<file path="src/rtl/mult_pkg.sv">
// Shared constants and state encoding for the sequential 8x8 multiplier.
package mult_pkg;
  localparam int WIDTH      = 8;
  localparam int PROD_WIDTH = 16;
  localparam int STEPS      = 8;

  typedef enum logic [1:0] {
    ST_IDLE = 2'd0,
    ST_CALC = 2'd1,
    ST_DONE = 2'd2
  } state_t;
endpackage

</file>
<file path="src/rtl/adder_8bit.sv">
// 8-bit ripple-style adder with carry in/out; used for the multiplier's partial-product step.
module adder_8bit (
  input  logic [7:0] A,
  input  logic [7:0] B,
  input  logic       Cin,
  output logic [7:0] Sum,
  output logic       Cout
);
  assign {Cout, Sum} = 9'(A) + 9'(B) + 9'(Cin);
endmodule

</file>
<file path="src/rtl/mult_8bit_seq.sv">
// Sequential unsigned shift-and-add multiplier: one partial-product step per cycle,
// with a Start/Busy/Done handshake and a held Product register.
module mult_8bit_seq
  import mult_pkg::*;
#(
  parameter int WIDTH = mult_pkg::WIDTH
) (
  input  logic                  Clk,
  input  logic                  Rst_n,
  input  logic                  Start,
  input  logic [WIDTH-1:0]      A,
  input  logic [WIDTH-1:0]      B,
  output logic                  Busy,
  output logic                  Done,
  output logic [PROD_WIDTH-1:0] Product
);

  if (WIDTH != 8) begin : g_bad_width
    $error("mult_8bit_seq: only WIDTH=8 is supported");
  end

  state_t                r_state;
  state_t                w_state_next;
  logic [7:0]            r_mcand;
  logic [7:0]            r_hi;
  logic [7:0]            r_lo;
  logic                  r_c;
  logic [2:0]            r_cnt;
  logic                  r_busy;
  logic                  r_done;
  logic [PROD_WIDTH-1:0] r_product;
  logic [7:0]            w_sum;
  logic                  w_cout;
  logic [16:0]           w_acc;
  logic                  w_last_step;

  adder_8bit u_adder (
    .A    (r_hi),
    .B    (r_mcand),
    .Cin  (1'b0),
    .Sum  (w_sum),
    .Cout (w_cout)
  );

  assign w_last_step = (r_cnt == 3'(STEPS - 1));

  // Pre-shift accumulator; C is always zero at the start of a step, so the
  // no-add path carries it through unchanged.
  always_comb begin
    w_acc = {r_c, r_hi, r_lo};
    if (r_lo[0]) begin
      w_acc = {w_cout, w_sum, r_lo};
    end else begin
      w_acc = {r_c, r_hi, r_lo};
    end
  end

  // Next-state decode; the unused encoding falls back to IDLE.
  always_comb begin
    w_state_next = ST_IDLE;
    case (r_state)
      ST_IDLE: begin
        if (Start) begin
          w_state_next = ST_CALC;
        end else begin
          w_state_next = ST_IDLE;
        end
      end
      ST_CALC: begin
        if (w_last_step) begin
          w_state_next = ST_DONE;
        end else begin
          w_state_next = ST_CALC;
        end
      end
      ST_DONE: w_state_next = ST_IDLE;
      default: w_state_next = ST_IDLE;
    endcase
  end

  // State register.
  always_ff @(posedge Clk or negedge Rst_n) begin
    if (!Rst_n) begin
      r_state <= ST_IDLE;
    end else begin
      r_state <= w_state_next;
    end
  end

  // Operand capture, shift-add datapath and product latch.
  always_ff @(posedge Clk or negedge Rst_n) begin
    if (!Rst_n) begin
      r_mcand   <= 8'h00;
      r_hi      <= 8'h00;
      r_lo      <= 8'h00;
      r_c       <= 1'b0;
      r_cnt     <= 3'd0;
      r_product <= 16'h0000;
    end else begin
      case (r_state)
        ST_IDLE: begin
          if (Start) begin
            r_mcand <= A;
            r_lo    <= B;
            r_hi    <= 8'h00;
            r_c     <= 1'b0;
            r_cnt   <= 3'd0;
          end
        end
        ST_CALC: begin
          {r_c, r_hi, r_lo} <= w_acc >> 1;
          r_cnt             <= r_cnt + 3'd1;
        end
        ST_DONE: r_product <= {r_hi, r_lo};
        default: ;
      endcase
    end
  end

  // Handshake outputs registered from the current state.
  always_ff @(posedge Clk or negedge Rst_n) begin
    if (!Rst_n) begin
      r_busy <= 1'b0;
      r_done <= 1'b0;
    end else begin
      r_busy <= (r_state == ST_CALC) || (r_state == ST_DONE);
      r_done <= (r_state == ST_DONE);
    end
  end

  assign Busy    = r_busy;
  assign Done    = r_done;
  assign Product = r_product;

endmodule
</file>
<file path="config.mk">
export PLATFORM = sky130hd
export DESIGN_NAME = mult_8bit_seq
export DESIGN_NICKNAME = d
export VERILOG_FILES = /design/src/rtl/mult_pkg.sv /design/src/rtl/adder_8bit.sv /design/src/rtl/mult_8bit_seq.sv
export SDC_FILE = /design/constraint.sdc
export NUM_CORES = 1
export LEC_CHECK = 0
export CELL_PAD_IN_SITES_DETAIL_PLACEMENT = 1
export CELL_PAD_IN_SITES_GLOBAL_PLACEMENT = 2
export CORE_MARGIN = 3
export CORE_UTILIZATION = 37
export DETAILED_ROUTE_END_ITERATION = 10
export MAX_ROUTING_LAYER = met4
export PLACE_DENSITY_LB_ADDON = 0.1
export SLEW_MARGIN = 20
export SYNTH_ARGS = -nofsm -noshare
export SYNTH_HDL_FRONTEND = slang
export SYNTH_SLANG_ARGS = --single-unit
</file>
<file path="constraint.sdc">
create_clock -name Clk -period 4.95 [get_ports Clk]
set_clock_uncertainty 0.2 [all_clocks]
set_input_delay 1.485 -clock Clk [delete_from_list [all_inputs] [get_ports Clk]]
set_output_delay 1.485 -clock Clk [all_outputs]
set_load 0.05 [all_outputs]
</file>
## Word-level counts from Yosys, hierarchy flattened

Index checks and enable logic that the tools add are counted.

- Word-level logic and storage cells: 32
- Bits in registers: 48
- Bits of input ports: 19

- Reductions and logical operators: 5
- $add $sub $neg: 2
- Mux-type cells: 12
- Eq/ne operators: 4

Operators by type and width:

| operator | number |
|---|---|
| 8-bit one-hot mux with 2 select lines | 2 |
| 17-bit 2-to-1 mux | 1 |
| 8-bit 2-to-1 mux | 2 |
| 8-bit by 8-bit adder with 9-bit output | 1 |
| 3-bit one-hot mux with 2 select lines | 1 |
| 2-bit one-hot mux with 2 select lines | 1 |
| 2-bit AND reduction | 2 |
| 3-bit by 1-bit adder with 3-bit output (second input constant) | 1 |
| 3-bit equality test (second input constant) | 1 |
| 3-bit 2-to-1 mux | 1 |
| 2-bit by 1-bit equality test with 1-bit output (second input constant) | 1 |
| 2-bit equality test (second input constant) | 1 |
| 2-bit logical NOT | 1 |
| 1-bit 2-to-1 mux | 2 |
| 2-bit 2-to-1 mux | 1 |
| 2-bit inequality test (second input constant) | 1 |
| 1-bit one-hot mux with 2 select lines | 1 |
| 2-bit nonzero test | 1 |
| 1-bit logical OR | 1 |

## Depth between registers and ports, before layout

Gate-level depths: netlist (run 1).

- Word-level depth: 3
- Mapped depth: 9
- Gate-level depth less buffers: 9

## Hierarchy

A second synthesis (run 1) with hierarchy kept.

- Cell total of the unflattened synthesis: 191
- Area total of the unflattened synthesis: 2372.3 µm²

Modules (own cells, without submodules):

| module | times used | cells each | sequential area each (µm²) | area each (µm²) |
|---|---|---|---|---|
| mult_8bit_seq | 1 | 151 | 1176.1 | 2040.7 |
| adder_8bit | 1 | 40 | 0.0 | 331.6 |

## Worst setup path before layout (run 1)

Ideal clock, no wire load.

- Path kind: input-to-reg
- Start: input Start
- End: register r_hi[6]
- Path slack: 2.167 ns
- Arrival time: 2.517 ns
- Required time: 4.684 ns
- Cell stages on the path: 6
- Library setup time: 0.066 ns
- Path through: nand2_2 > o21a_1 > nand2b_1 > or3_1 > mux2_2 > nand2_1

- Cells in the longest elaborated chain, start to end: 2

RTL lines:

| item | line | text |
|---|---|---|
| start, declared | mult_8bit_seq.sv:10 | `input logic Start,` |
| 2-bit inequality test (no source line) | -- |  |
| 2-bit AND reduction (no source line) | -- |  |
| end signal, assigned | mult_8bit_seq.sv:111 | `{r_c, r_hi, r_lo} <= w_acc >> 1;` |
| end, declared | mult_8bit_seq.sv:25 | `logic [7:0] r_hi;` |

Every way passes these cells.
A chain may end at the register's enable or synchronous reset.

## Worst setup path after layout (run 1)

Ends and elaborated chain as after synthesis.

==> impl_metrics.yaml, run 1 <==
logic_synthesis:
  synth_warnings: 0
  synth_top_cell_area_share_pct: 53.7
  synth_area_leaders: "dfrtp_1, mux2_2, ha_1, mux2i_1, o21ai_0"
  netlist_area_mm2: 0.00219
  synth_seq_area_share_pct: 53.7
  ys_ff_latch: 47
  synthDistinctLibCells: 30
  syn_nets: 215
  yosysTopAreaCell: "dfrtp_1"
  syn_avg_cell_area_um2: 12.0
  syn_inst: 182
setup_path:
  slowest_delay_ps: 540
  crit_path_start: "Start"
  critical_path_buf_inv_count: 1
  worstSetupPathType: "input port to register"
  reg2reg_depth: 8
  cp.depth: 7
  reg2reg_slack_ps: 1900
  path_cells: "clkdlybuf4s50_1 -> nand2_2 -> o21a_1 -> nor2_1 -> nand3_1 -> mux2_2 -> nand2_1"
  crit_end: "r_hi[6]"
  crit_family: "simple AND/OR/NAND/NOR gates"
  reg2reg_from: "r_state[1]"
  startpoint_type: "input port"
  required_ps: 4990
  slowest_stage: "nor2_1"
  worst_setup_path_end_kind: "register"
  r2r-end: "r_hi[6]"
  crit_arrival_ps: 3690
  worst-path-max-fanout: 32
finish:
  diodes: 0
  area_delta_synth_final_pct: 23.3
  nNetsFinal: 251
  n_fill_cell: 634
  layout-drive-gt1-share_pct: 16.4
  final_cell_mix: "dfrtp_1, clkdlybuf4s50_1, mux2_2, o21ai_0, nand2_1"
  final_cells: 291
  layout_commonest_cell: "dfrtp_1"
  fin_area_mm2: 0.00270
grt:
  grt_usage_pct: 14.8
  gr-total-overflow: 0
  grt_pass1_vias: 1626
  antenna_found_initial: 0
  grt_pass1_wl_um: 8050
  grt_max_degree: 48
clocking:
  ctsHtreeMaxLevel: 2
  worstSkewPairLatency_ps: 300
  cts_max_path_buffers: 2
  ctsResizeCount: 0
  cts_tree: "built"
  postCtsHoldBufs: 0
  cts-root-buf: "clkbuf_8"
  clk_pin_slew_ps: 90
  cts_inserted_buffers: 5
  clock-sinks: 47
  cts_setup_buffers: 0
placed_design:
  dp_hpwl_um: 3250
  place.gp.congestion: 0.773
  io_buffers: 36
  place_ws_ps: 961
  dpl-instance-area_mm2: 0.00261
  dp_cells: 283
flow_run:
  cap_violations: 0
timing:
  setup_violations: 0
  timing.final.crit_share_pct: 73.8
  slew_headroom_pct: 39.0
  slew_violations: 0
  fmax_mhz: 274
  hold_viol: 0
  worst_slew_pin_slew_ps: 916
  final.setup.tns_ps: 0
  rsz0062_at_grt: "no"
  layout_min_cycle_time_ps: 3650
  setup_slack_ps: 1300
die:
  die_x_um: 82.9
  die_area_mm2: 0.00688
  initial_core_util_pct: 39.0
  io_pins: 37
  fp-row-count: 27
  core_mm2: 0.00561
  die_h_um: 82.9
routing:
  detail_route.first_pass.iterations: 4
  wire_per_inst_um: 15.6
  via_per_inst: 5.04
  wl_met3_um: 145
  antenna_left: 0
  met2RoutedLength_um: 2110
  drt-met1-wl_um: 2240
  drt-initial-drc-count: 34
  top_layer_used: "met4"
  route.detailed.drc: 0
  routed_wl_um: 4550
  dr_total_vias: 1466
power:
  powerDensity_mw_per_mm2: 648
  ir_drop_v: 0.000299
  p_leak_nw: 1.26
min_path:
  hold_class: "register to register"
run_status:
  status: "finished clean"
-- worst reg2reg max path: cells and delay by family, from the launching register on --
kind | cells | cell delay (ps)
AND/OR/NAND/NOR | 3 | 760
adder cells (fa/ha/maj) | 1 | 570
flip-flops | 1 | 390
buffers and inverters | 2 | 230
AO/OA/AOI/OAI | 1 | 550
multiplexers | 1 | 290
-- layer usage --
metal | vias up | track usage (%)
met1 | 717 | 19.6
met2 | 28 | 23.1
met4 | 0 | 3.57
met5 | - | -
met3 | 6 | 3.67
li1 | 715 | -
-- cell type report --
class / count / area [um2] / area share [%]
sequential: 47 / 1180 / 43.6
multi-input combinational: 121 / 961 / 35.6
timing repair buffer: 36 / 358 / 13.3
tap: 72 / 90.1 / 3.34
clock buffer: 5 / 68.8 / 2.55
inverter: 7 / 26.3 / 0.974
clock inverter: 3 / 18.8 / 0.695
-- kinds of logic (layout without fill, tap and decap cells) --
logic type      count (synthesis)  in the layout  share of synthesized area, %
xor+xnor                        4              4                          1.60
fa+ha+maj                      14             14                          8.34
flops                          47             47                          53.7
simple gates                   29             29                          5.71
mux                            36             36                          17.9
buf+inv                        14             51                          2.40
compound gates                 38             38                          10.3
-- worst min-delay path by stage --
stage | from | end | cells past startpoint
6_report | Product[1] | Product[1] | 1
5_1_grt | Product[1] | Product[1] | 1
4_1_cts | Product[1] | Product[1] | 1
3_5_place_dp | r_lo[3] | r_lo[3] | 2
3_3_place_gp | r_lo[3] | r_lo[3] | 2
2_1_floorplan | r_cnt[0] | r_cnt[0] | 1
-- per-stage QoR --
stage,hold WS (ps),utilization [%],power [mW]
floorplan,265,-,1.28
global route,334,48.1,1.91
global placement,289,46.5,1.50
detailed placement,298,46.5,1.54
CTS,317,48.1,1.78
finish,310,48.1,1.75
-- flip-flops by register name, indices dropped and copies added, names as in the netlist --
register,count
r_hi,8
Done,1
r_state,2
Busy,1
r_mcand,8
Product,16
r_lo,8
r_cnt,3
-- cells in the mapped netlist --
library cell,count
dfrtp_1,47
mux2_2,25
o21ai_0,19
nand2_1,18
ha_1,13
mux2i_1,11
a21oi_1,6
clkbuf_1,6
inv_1,6
a32oi_1,3
nor2_1,3
xor2_1,3
a21o_1,2
a22o_1,2
a31oi_1,2
nand3_1,2
and2_1,1
buf_1,1
fa_1,1
inv_2,1
nand2_2,1
nand2b_1,1
nor2b_1,1
nor3_1,1
o21a_1,1
o21bai_1,1
o221ai_1,1
o22ai_1,1
or3_1,1
xnor2_1,1
-- power by group --
part | internal, mW | leakage [nW] | switching [mW] | total [mW]
Sequential | 0.532 | 0.603 | 0.110 | 0.642
Clock | 0.0997 | 0.0483 | 0.135 | 0.234
Combinational | 0.359 | 0.606 | 0.514 | 0.873
Total | 0.991 | 1.26 | 0.758 | 1.75
(Power assumes the default switching activity.)
==> run 2, diff against run 1 <==
CORE_UTILIZATION = 31   (was 37)
clock period = 3.2 ns   (was 4.95 ns; I/O delays follow)
==> impl_metrics.yaml, run 2 (synthesis gave the netlist of run 1 again) <==
setup_path:
  required_ps: 2040
  worst_setup_path_end_kind: "primary output"
  crit_family: "buffers and inverters"
  startpoint_type: "register"
  worst-path-max-fanout: 2
  worstSetupPathType: "register to primary output"
  critical_path_buf_inv_count: 1
  slowest_stage: "clkdlybuf4s50_1"
  slowest_delay_ps: 810
  path_cells: "clkdlybuf4s50_1"
  crit_arrival_ps: 1470
  reg2reg_slack_ps: 810
run_status:
  status: "finished clean"
clocking:
  clock-sinks: 47
  postCtsHoldBufs: 0
  cts_inserted_buffers: 5
  clk_pin_slew_ps: 80
  ctsResizeCount: 0
  cts_tree: "built"
  worstSkewPairLatency_ps: 300
  cts_max_path_buffers: 2
  cts-root-buf: "clkbuf_8"
  ctsHtreeMaxLevel: 2
  cts_setup_buffers: 0
die:
  core_mm2: 0.00683
  die_x_um: 90.0
  io_pins: 37
  fp-row-count: 30
  die_area_mm2: 0.00811
  initial_core_util_pct: 32.1
  die_h_um: 90.0
min_path:
  hold_class: "register to register"
finish:
  final_cell_mix: "dfrtp_1, clkdlybuf4s50_1, mux2_2, o21ai_0, nand2_1"
  final_util_pct: 41.0
  fin_area_mm2: 0.00280
  largest_reg_flops: 16
  layout_commonest_cell: "dfrtp_1"
  layout-drive-gt1-share_pct: 17.9
  area_delta_synth_final_pct: 27.8
  diodes: 0
  nNetsFinal: 255
timing:
  setup_violations: 0
  worst_slew_pin_slew_ps: 853
  setup_slack_ps: 574
  rsz0062_at_grt: "no"
  slew_headroom_pct: 43.2
  timing.final.crit_share_pct: 82.0
  final.setup.tns_ps: 0
  hold_viol: 0
  fmax_mhz: 381
  layout_min_cycle_time_ps: 2630
  slew_violations: 0
routing:
  dr_total_vias: 1496
  drt-initial-drc-count: 46
  wire_per_inst_um: 14.5
  detail_route.first_pass.iterations: 4
  via_per_inst: 4.69
  routed_wl_um: 4640
  route.detailed.drc: 0
  antenna_left: 0
power:
  powerDensity_mw_per_mm2: 1010
  ir_drop_v: 0.000391
  p_switching_mw: 1.18
  p_leak_nw: 1.29
  combPwrFrac_pct: 49.1
  switching_share_pct: 41.6
  power_frac_clock_pct: 16.0
  power.internal_mw: 1.65
  seqPwrFrac_pct: 34.9
flow_run:
  cap_violations: 0
grt:
  grt_pass1_vias: 1616
  gr-total-overflow: 0
  grt_usage_pct: 13.0
  grt_pass1_wl_um: 8240
  antenna_found_initial: 0
  grt_max_degree: 31
placed_design:
  place_ws_ps: 386
  dp_hpwl_um: 3420
  io_buffers: 36
  dpl-instance-area_mm2: 0.00268
  place.gp.congestion: 0.779
[run 2: cell types whose count changed in the layout (fill, tap and decap cells not counted)]
| cell | change |
|---|---|
| buf_2 | +1 |
| clkbuf_8 | +1 |
| buf_12 | +1 |
| buf_4 | +2 |
| bufinv_16 | +1 |
| inv_6 | -1 |
| clkinv_2 | -1 |
[run 2: area by class of cell]
type | instances | area [um2]
Clock buffer | 6 | 82.6
Clock inverter | 2 | 35.0
Fill cell | 766 | 4030
Inverter | 7 | 26.3
Multi-Input combinational cell | 121 | 961
Sequential cell | 47 | 1180
Tap cell | 96 | 120
Timing Repair Buffer | 40 | 398
[run 2: final timing paths]
check,from,endpoint,cells past startpoint
max in group asynchronous,Rst_n,r_cnt[0],2
min in group asynchronous,Rst_n,r_mcand[6],1
max reg2reg,r_state[1],r_hi[6],9
max,Product[8],Product[8],1
min reg2reg,Product[6],Product[6],1
min,Product[6],Product[6],1
[run 2: metrics by stage]
stage | hold WS [ps] | std cells | power, mW
after detailed placement | 296 | 311 | 2.42
after global placement | 282 | 311 | 2.37
final | 311 | 319 | 2.83
after floorplan | 265 | 182 | 1.98
after global routing | 331 | 319 | 3.09
after CTS | 315 | 319 | 2.88
[run 2: metal layers]
layer	GRT usage [%]	vias to the layer above	routed length (um)
met1	17.1	741	2300
met4	3.83	0	48
li1	-	724	-
met2	20.2	24	2140
met3	3.10	7	152
met5	-	-	0
[run 2: power by group through the flow]
stage	Sequential (mW)	Clock, mW	Combinational (mW)
6_report	0.988	0.453	1.39
5_1_grt	1.02	0.503	1.56
4_1_cts	0.993	0.471	1.42
3_5_place_dp	1.01	0	1.41
3_3_place_gp	0.992	0	1.38
2_1_floorplan	1.16	0	0.819
==> run 3, diff against run 2 <==
CORE_UTILIZATION = 35   (was 31)
clock period = 2.5 ns   (was 3.2 ns; I/O delays follow)
==> impl_metrics.yaml, run 3 (synthesis gave the netlist of run 1 again) <==
setup_path:
  slowest_delay_ps: 800
  required_ps: 1550
  worst_setup_path_end_kind: "primary output"
  slowest_stage: "clkdlybuf4s50_1"
  path_cells: "clkdlybuf4s50_1"
  crit_family: "buffers and inverters"
  crit_arrival_ps: 1450
  worstSetupPathType: "register to primary output"
  critical_path_buf_inv_count: 1
  worst-path-max-fanout: 2
  startpoint_type: "register"
timing:
  final.setup.tns_ps: 0
  hold_viol: 0
  worst_slew_pin_slew_ps: 599
  layout_min_cycle_time_ps: 2400
  slew_violations: 0
  rsz0062_at_grt: "no"
  slew_headroom_pct: 60.1
  fmax_mhz: 416
  setup_violations: 0
  timing.final.crit_share_pct: 96.1
clocking:
  cts-root-buf: "clkbuf_8"
  cts_inserted_buffers: 5
  clk_pin_slew_ps: 80
  clock-sinks: 47
  ctsResizeCount: 0
  cts_tree: "built"
  cts_max_path_buffers: 2
  worstSkewPairLatency_ps: 290
  postCtsHoldBufs: 0
  cts_setup_buffers: 0
  ctsHtreeMaxLevel: 2
placed_design:
  place.gp.congestion: 0.786
  dp_hpwl_um: 3440
  io_buffers: 36
  dp_cells: 295
  dpl-instance-area_mm2: 0.00266
die:
  io_pins: 37
  core_mm2: 0.00599
  die_area_mm2: 0.00724
  die_x_um: 85.1
  initial_core_util_pct: 36.5
  fp-row-count: 28
  die_h_um: 85.1
finish:
  layout_commonest_cell: "dfrtp_1"
  nNetsFinal: 260
  final_cell_mix: "dfrtp_1, clkdlybuf4s50_1, mux2_2, o21ai_0, nand2_1"
  layout-drive-gt1-share_pct: 22.8
  final_cells: 303
  area_delta_synth_final_pct: 25.4
  fin_area_mm2: 0.00275
  largest_reg_flops: 16
  diodes: 0
grt:
  grt_max_degree: 48
  grt_usage_pct: 14.1
  antenna_found_initial: 0
  grt_pass1_vias: 1691
  gr-total-overflow: 0
  grt_pass1_wl_um: 7960
power:
  p_leak_nw: 1.31
  powerDensity_mw_per_mm2: 1300
  p_switching_mw: 1.52
  ir_drop_v: 0.000468
  seqPwrFrac_pct: 34.9
  combPwrFrac_pct: 52.8
  switching_share_pct: 42.7
  power_frac_clock_pct: 12.2
  power.internal_mw: 2.04
flow_run:
  cap_violations: 0
routing:
  wire_per_inst_um: 15.3
  antenna_left: 0
  drt-initial-drc-count: 77
  dr_total_vias: 1514
  detail_route.first_pass.iterations: 4
  route.detailed.drc: 0
  routed_wl_um: 4630
  via_per_inst: 5.00
min_path:
  hold_class: "register to register"
run_status:
  status: "finished clean"
==> run 3: final timing paths <==
check / start / endpoint / slack, ps / depth (start not counted)
worst max register to register: r_hi[1] / r_hi[6] / 210 / 7
min in group asynchronous: Rst_n / r_mcand[6] / 340 / 2
worst min-delay path: r_cnt[0] / r_cnt[0] / 300 / 1
max in group asynchronous: Rst_n / r_lo[0] / 1350 / 2
worst max-delay path: Product[0] / Product[0] / 100 / 1
worst min register to register: r_cnt[0] / r_cnt[0] / 300 / 1
==> run 3: layout make-up <==
cell class              count  area [um2]
multi-input cells         121         961
repair buffers             45         405
inverters                   7        26.3
clock inverters             3        15.0
flip-flops and latches     47        1180
well taps                  75        93.8
fillers                   655        3240
clock buffers               5        68.8
==> run 3: power by group through the flow <==
stage / combinational [mW] / clock, mW / sequential, mW
floorplan: 1.05 / 0 / 1.49
global placement: 1.84 / 0 / 1.25
detailed placement: 1.90 / 0 / 1.26
CTS: 1.92 / 0.457 / 1.25
global route: 2.10 / 0.492 / 1.29
finish: 1.88 / 0.436 / 1.24
==> run 3: metrics by stage <==
stage               utilization (%)  worst slack [ps]  total power [mW]  hold WS [ps]
CTS                            45.8              70.2              3.62           303
floorplan                         -               452              2.54           254
finish                         45.8              98.1              3.56           300
global route                   45.8              21.3              3.88           330
global placement               44.4              47.9              3.08           284
detailed placement             44.4              8.97              3.17           288
==> run 3: layer usage <==
metal | track usage, % | vias up | wire [um]
met5 | - | - | 0
met1 | 17.8 | 749 | 2170
met3 | 3.40 | 4 | 145
met2 | 23.0 | 29 | 2290
li1 | - | 732 | -
met4 | 3.31 | 0 | 19
